$ cat src/rtl/uart_rx_reg.sv
// Memory-mapped 16x-oversampling UART receiver with receive FIFO and sticky error status.
// Define UART_RX_PARITY_EN to receive 8E1 frames (default build receives 8N1).
module uart_rx_reg #(
    parameter int          FIFO_DEPTH = 4,
    parameter logic [10:0] DVSR_RESET = 11'd325
) (
    input  logic        clk,
    input  logic        rst,
    input  logic        rx,
    input  logic        write_enable,
    input  logic        read_enable,
    input  logic [4:0]  address,
    input  logic [31:0] data_in,
    output logic [31:0] cout,
    output logic        rx_valid,
    output logic        rx_error
);
    localparam int AW = $clog2(FIFO_DEPTH);

    typedef enum logic [2:0] {S_IDLE, S_START, S_DATA, S_PAR, S_STOP} state_t;

    logic          rx_s1_q, rx_s2_q;
    logic [10:0]   dvsr_q, tcnt_q;
    logic          en_q;
    state_t        state_q, state_d;
    logic [3:0]    s_q, s_d;
    logic [2:0]    n_q, n_d;
    logic [7:0]    byte_q, byte_d;
    logic [AW:0]   wptr_q, rptr_q;
    logic [7:0]    mem_q [FIFO_DEPTH];
    logic          ovr_q, fe_q, pe_q;
    logic          par_bad;
    logic          tick, push_req, fe_set, pe_set;
    logic          empty, full, pop, push, ovr_set;
    logic [2:0]    word;
    logic          dvsr_wr, ctrl_wr, stat_wr;

    assign word    = address[4:2];
    assign dvsr_wr = write_enable && (word == 3'd1);
    assign ctrl_wr = write_enable && (word == 3'd2);
    assign stat_wr = write_enable && (word == 3'd3);

    always_ff @(posedge clk) begin
        if (rst) begin
            rx_s1_q <= 1'b1;
            rx_s2_q <= 1'b1;
            dvsr_q  <= DVSR_RESET;
            en_q    <= 1'b0;
            tcnt_q  <= '0;
        end else begin
            rx_s1_q <= rx;
            rx_s2_q <= rx_s1_q;
            if (dvsr_wr) dvsr_q <= data_in[10:0];
            if (ctrl_wr) en_q <= data_in[0];
            tcnt_q <= (dvsr_wr || tick) ? 11'd0 : tcnt_q + 11'd1;
        end
    end

    // >= rather than == so a divisor lowered below the running count still wraps
    assign tick = (tcnt_q >= dvsr_q);

`ifdef UART_RX_PARITY_EN
    localparam bit PAR_EN = 1'b1;
    logic par_bad_q, par_bad_d;
    assign par_bad = par_bad_q;
    always_ff @(posedge clk) begin
        if (rst) par_bad_q <= 1'b0;
        else     par_bad_q <= par_bad_d;
    end
`else
    localparam bit PAR_EN = 1'b0;
    assign par_bad = 1'b0;
`endif

    always_comb begin
        state_d  = state_q;
        s_d      = s_q;
        n_d      = n_q;
        byte_d   = byte_q;
        push_req = 1'b0;
        fe_set   = 1'b0;
        pe_set   = 1'b0;
`ifdef UART_RX_PARITY_EN
        par_bad_d = par_bad_q;
`endif
        if (!en_q) begin
            state_d = S_IDLE;
        end else begin
            case (state_q)
                S_IDLE: if (!rx_s2_q) begin
                    state_d = S_START;
                    s_d     = '0;
                end
                S_START: if (tick) begin
                    if (s_q == 4'd7) begin
                        if (!rx_s2_q) begin
                            state_d = S_DATA;
                            s_d     = '0;
                            n_d     = '0;
                        end else begin
                            state_d = S_IDLE;
                        end
                    end else s_d = s_q + 4'd1;
                end
                S_DATA: if (tick) begin
                    if (s_q == 4'd15) begin
                        s_d    = '0;
                        byte_d = {rx_s2_q, byte_q[7:1]};
                        if (n_q == 3'd7) state_d = PAR_EN ? S_PAR : S_STOP;
                        else             n_d = n_q + 3'd1;
                    end else s_d = s_q + 4'd1;
                end
                S_PAR: if (tick) begin
                    if (s_q == 4'd15) begin
                        s_d     = '0;
                        state_d = S_STOP;
`ifdef UART_RX_PARITY_EN
                        par_bad_d = rx_s2_q ^ (^byte_q);
`endif
                    end else s_d = s_q + 4'd1;
                end
                S_STOP: if (tick) begin
                    if (s_q == 4'd15) begin
                        state_d  = S_IDLE;
                        push_req = rx_s2_q && !par_bad;
                        fe_set   = !rx_s2_q;
                        pe_set   = par_bad;
                    end else s_d = s_q + 4'd1;
                end
                default: state_d = S_IDLE;
            endcase
        end
    end

    always_ff @(posedge clk) begin
        if (rst) begin
            state_q <= S_IDLE;
            s_q     <= '0;
            n_q     <= '0;
            byte_q  <= '0;
        end else begin
            state_q <= state_d;
            s_q     <= s_d;
            n_q     <= n_d;
            byte_q  <= byte_d;
        end
    end

    assign empty   = (wptr_q == rptr_q);
    assign full    = (wptr_q[AW] != rptr_q[AW]) && (wptr_q[AW-1:0] == rptr_q[AW-1:0]);
    assign pop     = read_enable && (word == 3'd0) && !empty;
    // a pop on the same edge frees the slot, so a full FIFO can still accept
    assign push    = push_req && (!full || pop);
    assign ovr_set = push_req && full && !pop;

    always_ff @(posedge clk) begin
        if (push) mem_q[wptr_q[AW-1:0]] <= byte_q;
    end

    always_ff @(posedge clk) begin
        if (rst) begin
            wptr_q <= '0;
            rptr_q <= '0;
            ovr_q  <= 1'b0;
            fe_q   <= 1'b0;
            pe_q   <= 1'b0;
        end else begin
            if (push) wptr_q <= wptr_q + 1'b1;
            if (pop)  rptr_q <= rptr_q + 1'b1;
            ovr_q <= ovr_set | (ovr_q & ~(stat_wr & data_in[2]));
            fe_q  <= fe_set  | (fe_q  & ~(stat_wr & data_in[3]));
            pe_q  <= PAR_EN & (pe_set | (pe_q & ~(stat_wr & data_in[4])));
        end
    end

    always_comb begin
        cout = '0;
        case (word)
            3'd0: cout = empty ? 32'd0 : {24'd0, mem_q[rptr_q[AW-1:0]]};
            3'd1: cout = {21'd0, dvsr_q};
            3'd2: cout = {31'd0, en_q};
            3'd3: cout = {27'd0, pe_q, fe_q, ovr_q, full, !empty};
            default: cout = '0;
        endcase
    end

    assign rx_valid = !empty;
    assign rx_error = ovr_q | fe_q | pe_q;

    logic unused_bits;
    assign unused_bits = ^{address[1:0], data_in[31:11], pe_set};
endmodule

$ cat config.mk
export PLATFORM = sky130hd
export DESIGN_NAME = uart_rx_reg
export DESIGN_NICKNAME = d
export VERILOG_FILES = /design/src/rtl/uart_rx_reg.sv
export SDC_FILE = /design/constraint.sdc
export NUM_CORES = 1
export LEC_CHECK = 0
export BUFFER_PORTS_ARGS = -buffer_cell sky130_fd_sc_hd__buf_2
export CORE_MARGIN = 2
export CORE_UTILIZATION = 34
export DETAILED_ROUTE_END_ITERATION = 10
export SETUP_SLACK_MARGIN = 0.4
export SLEW_MARGIN = 20
export SYNTH_ARGS = -nofsm -noshare
export SYNTH_HDL_FRONTEND = slang
export SYNTH_SLANG_ARGS = --single-unit
$ cat constraint.sdc
create_clock -name clk -period 6.2 [get_ports clk]
set_clock_uncertainty 0.2 [all_clocks]
set_input_delay 0.31 -clock clk [delete_from_list [all_inputs] [get_ports clk]]
set_output_delay 0.31 -clock clk [all_outputs]
set_load 0.02 [all_outputs]
==> qor.yml <==
clkSinkCount: 85
final_cell_area_um2: 4740
yosys_warnings: 0
worstHoldPathCells: 3
portBuffers: 31
dieWidth_um: 115
arrival_ns: 2.95
antenna_found_initial: 0
pre_cts_ws_ns: 3.01
maxCapViolations: 0
rows: 40
syn-cell-area_um2: 4180
clkLatencyLatePin_ns: 0.33
crit_top_cell: "and2_1"
synthFlopType: "dfxtp_1"
p_per_area_nw_per_um2: 259
grt_max_degree: 34
die_h_um: 115
grt_pass1_wl_mm: 13.9
rsz0062_at_grt: "false"
setup.worst_path.start_class: "register"
syn_inst: 388
grt_pass1_vias: 2829
max-slew-margin-rel_pct: 41.5
ys_seq_area_share_pct: 48.4
dieArea_um2: 13200
dr_wl_met3_um: 248
cts.path.max_buffers: 2
numCtsBuffers: 9
firstDrtPassIters: 4
cp_slowest_cell: "a2111o_1"
hold_viol: 0
h-tree-depth: 3
initial_core_util_pct: 34.8
fmax_mhz: 316
utilization_pct: 39.5
synth_top_area_share_pct: 25.4
tightest_slew_ns: 0.870
synth_top_area_cell: "dfxtp_1"
insertedDiodeCount: 0
drt_iter0_drc: 64
ios: 76
p_leak_uw: 0.00186
postSynthAreaPerCell_um2: 10.8
ys_ff_latch: 85
grt-ovfl-total: 0
placed_cell_area_um2: 4400
post_cts_buffers: 0
hpwl_mm: 6.20
finalNetCount: 480
track_usage_pct: 13.5
layout_setup_ws_ns: 3.04
yosys-top-cells-area: "dfxtp_1 (25%), edfxtp_1 (23%), ha_1 (6.0%)"
cts_tree: "done"
m1WireLength_mm: 3.80
cts_root_buffer: "clkbuf_16"
worstPathRequired_ns: 5.98
synth_edf_count: 32
yosysMostFrequentCell: "dfxtp_1"
num_vias: 2841
critPathCaptureType: "register"
status: "complete, no violations"
syn_to_final_growth_pct: 13.4
ys_top_cells_by_count: "dfxtp_1 (53), nand2_1 (35), nor2_1 (33)"
wl_met2_mm: 4.29
r2r_slack_ns: 3.04
hp-class: "input pin to register"
gp_congestion: 0.803
hold_start: "data_in[6]"
routed.top_layer: "met4"
viasPerCell: 4.98
fin_setup_tns_ns: 0
critPathMaxStageDelay_ns: 0.56
antenna_left: 0
slew_violations: 0
hold_path_end: "dvsr_q[6]"
synth-async-reset-ratio_pct: 0
r2r_cells: 7
r2r_start: "dvsr_q[10]"
routed_wl_mm: 8.48
r2r_end: "mem_q[2][2]"
cts.clk_slew.worst_paths_ns: 0.06
p_total_uw: 1230
wl_per_cell_um: 14.9
crit_fanout: 8
path_cells: "inv_1 -> ha_1 -> nand4_1 -> a2111o_1 -> and2_1 -> nor4_1 -> and2_1"
synth.distinct_cells: 57
setup_viol: 0
period_share_pct: 51.0
drive_above_1_share_pct: 16.1
period_needed_ns: 3.16
crit_type: "register to register"
vdd_ir_drop_max_mv: 0.159
coreArea_um2: 12000
post-route-drc-count: 0
[metal layers]
metal	vias to the layer above	global-route usage, %
li1	1409	-
met5	-	0
met3	14	3.06
met1	1371	16.6
met4	0	3.94
met2	47	23.8
[worst max-delay path, delay by kind of cell (launching register included)]
kind,cells,cell delay (ns)
AO/OA/AOI/OAI,1,0.56
flip-flops,1,0.34
buffers and inverters,1,0.05
adder cells (fa/ha/maj),1,0.35
AND/OR/NAND/NOR,4,1.31
[where the power goes]
group	switching (uW)	internal [uW]	total, uW
clock	234	362	596
sequential	4.16	579	583
combinational	35.8	15.7	51.6
[how the worst max path moves through the flow]
stage | from | end | slack, ns
floorplan | tcnt_q[0] | mem_q[0][0] | 3.48
global placement | dvsr_q[10] | mem_q[2][5] | 3.04
detailed placement | dvsr_q[10] | mem_q[2][5] | 3.01
CTS | dvsr_q[10] | mem_q[2][2] | 2.99
global route | dvsr_q[10] | mem_q[2][2] | 2.81
finish | dvsr_q[10] | mem_q[2][2] | 3.04
[cell type report]
class / count / area [um^2]
inverters: 21 / 78.8
well taps: 147 / 184
flip-flops and latches: 85 / 2020
fillers: 1181 / 7270
clock inverters: 7 / 111
multi-input cells: 267 / 1940
repair buffers: 34 / 180
clock buffers: 9 / 225
[layout by cell type (no fill, tap or decap), types with 4 or more instances in the layout]
cell        n
dfxtp_1    53
nand2_1    35
nor2_1     33
edfxtp_1   32
buf_2      31
inv_1      21
conb_1     21
ha_1       20
nand3_1    18
mux2i_1    14
xor2_1     12
a21oi_1    12
clkbuf_16   9
xnor2_1     8
and2_1      8
mux4_2      8
a22o_1      8
and3_1      6
nor3_1      4
nor2b_1     4
inv_6       4
[sequential cells by signal, indices dropped and copies added, names as in the netlist, named ones only]
signal,cells
byte_q,8
state_q,3
tcnt_q,11
ovr_q,1
wptr_q,3
dvsr_q,11
fe_q,1
rx_s2_q,1
mem_q,32
n_q,3
rptr_q,3
s_q,4
en_q,1
rx_s1_q,1
[stage by stage]
stage          instances  hold WS [ns]
6_report             570       0.00597
5_1_grt              570       0.00705
4_1_cts              570       0.00116
3_5_place_dp         553         0.198
3_3_place_gp         553         0.196
2_1_floorplan        408         0.189
[cells by family after synthesis]
| family | Yosys count | share of synthesized area (%) |
|---|---|---|
| compound gates | 53 | 10.9 |
| flops | 85 | 48.4 |
| mux | 24 | 8.20 |
| buf+inv | 56 | 7.03 |
| xor+xnor | 20 | 4.19 |
| other cells | 1 | 0.0897 |
| simple gates | 129 | 15.2 |
| fa+ha+maj | 20 | 5.98 |
[timing repair]
item | 4_1_cts | 5_1_grt
hold endpoints to repair | 1 | 0
gates resized for setup | 0 | 0
setup endpoints to repair | 0 | 0
hold buffers | 1 | 0
No activity file was read; power rests on OpenSTA's default activity.
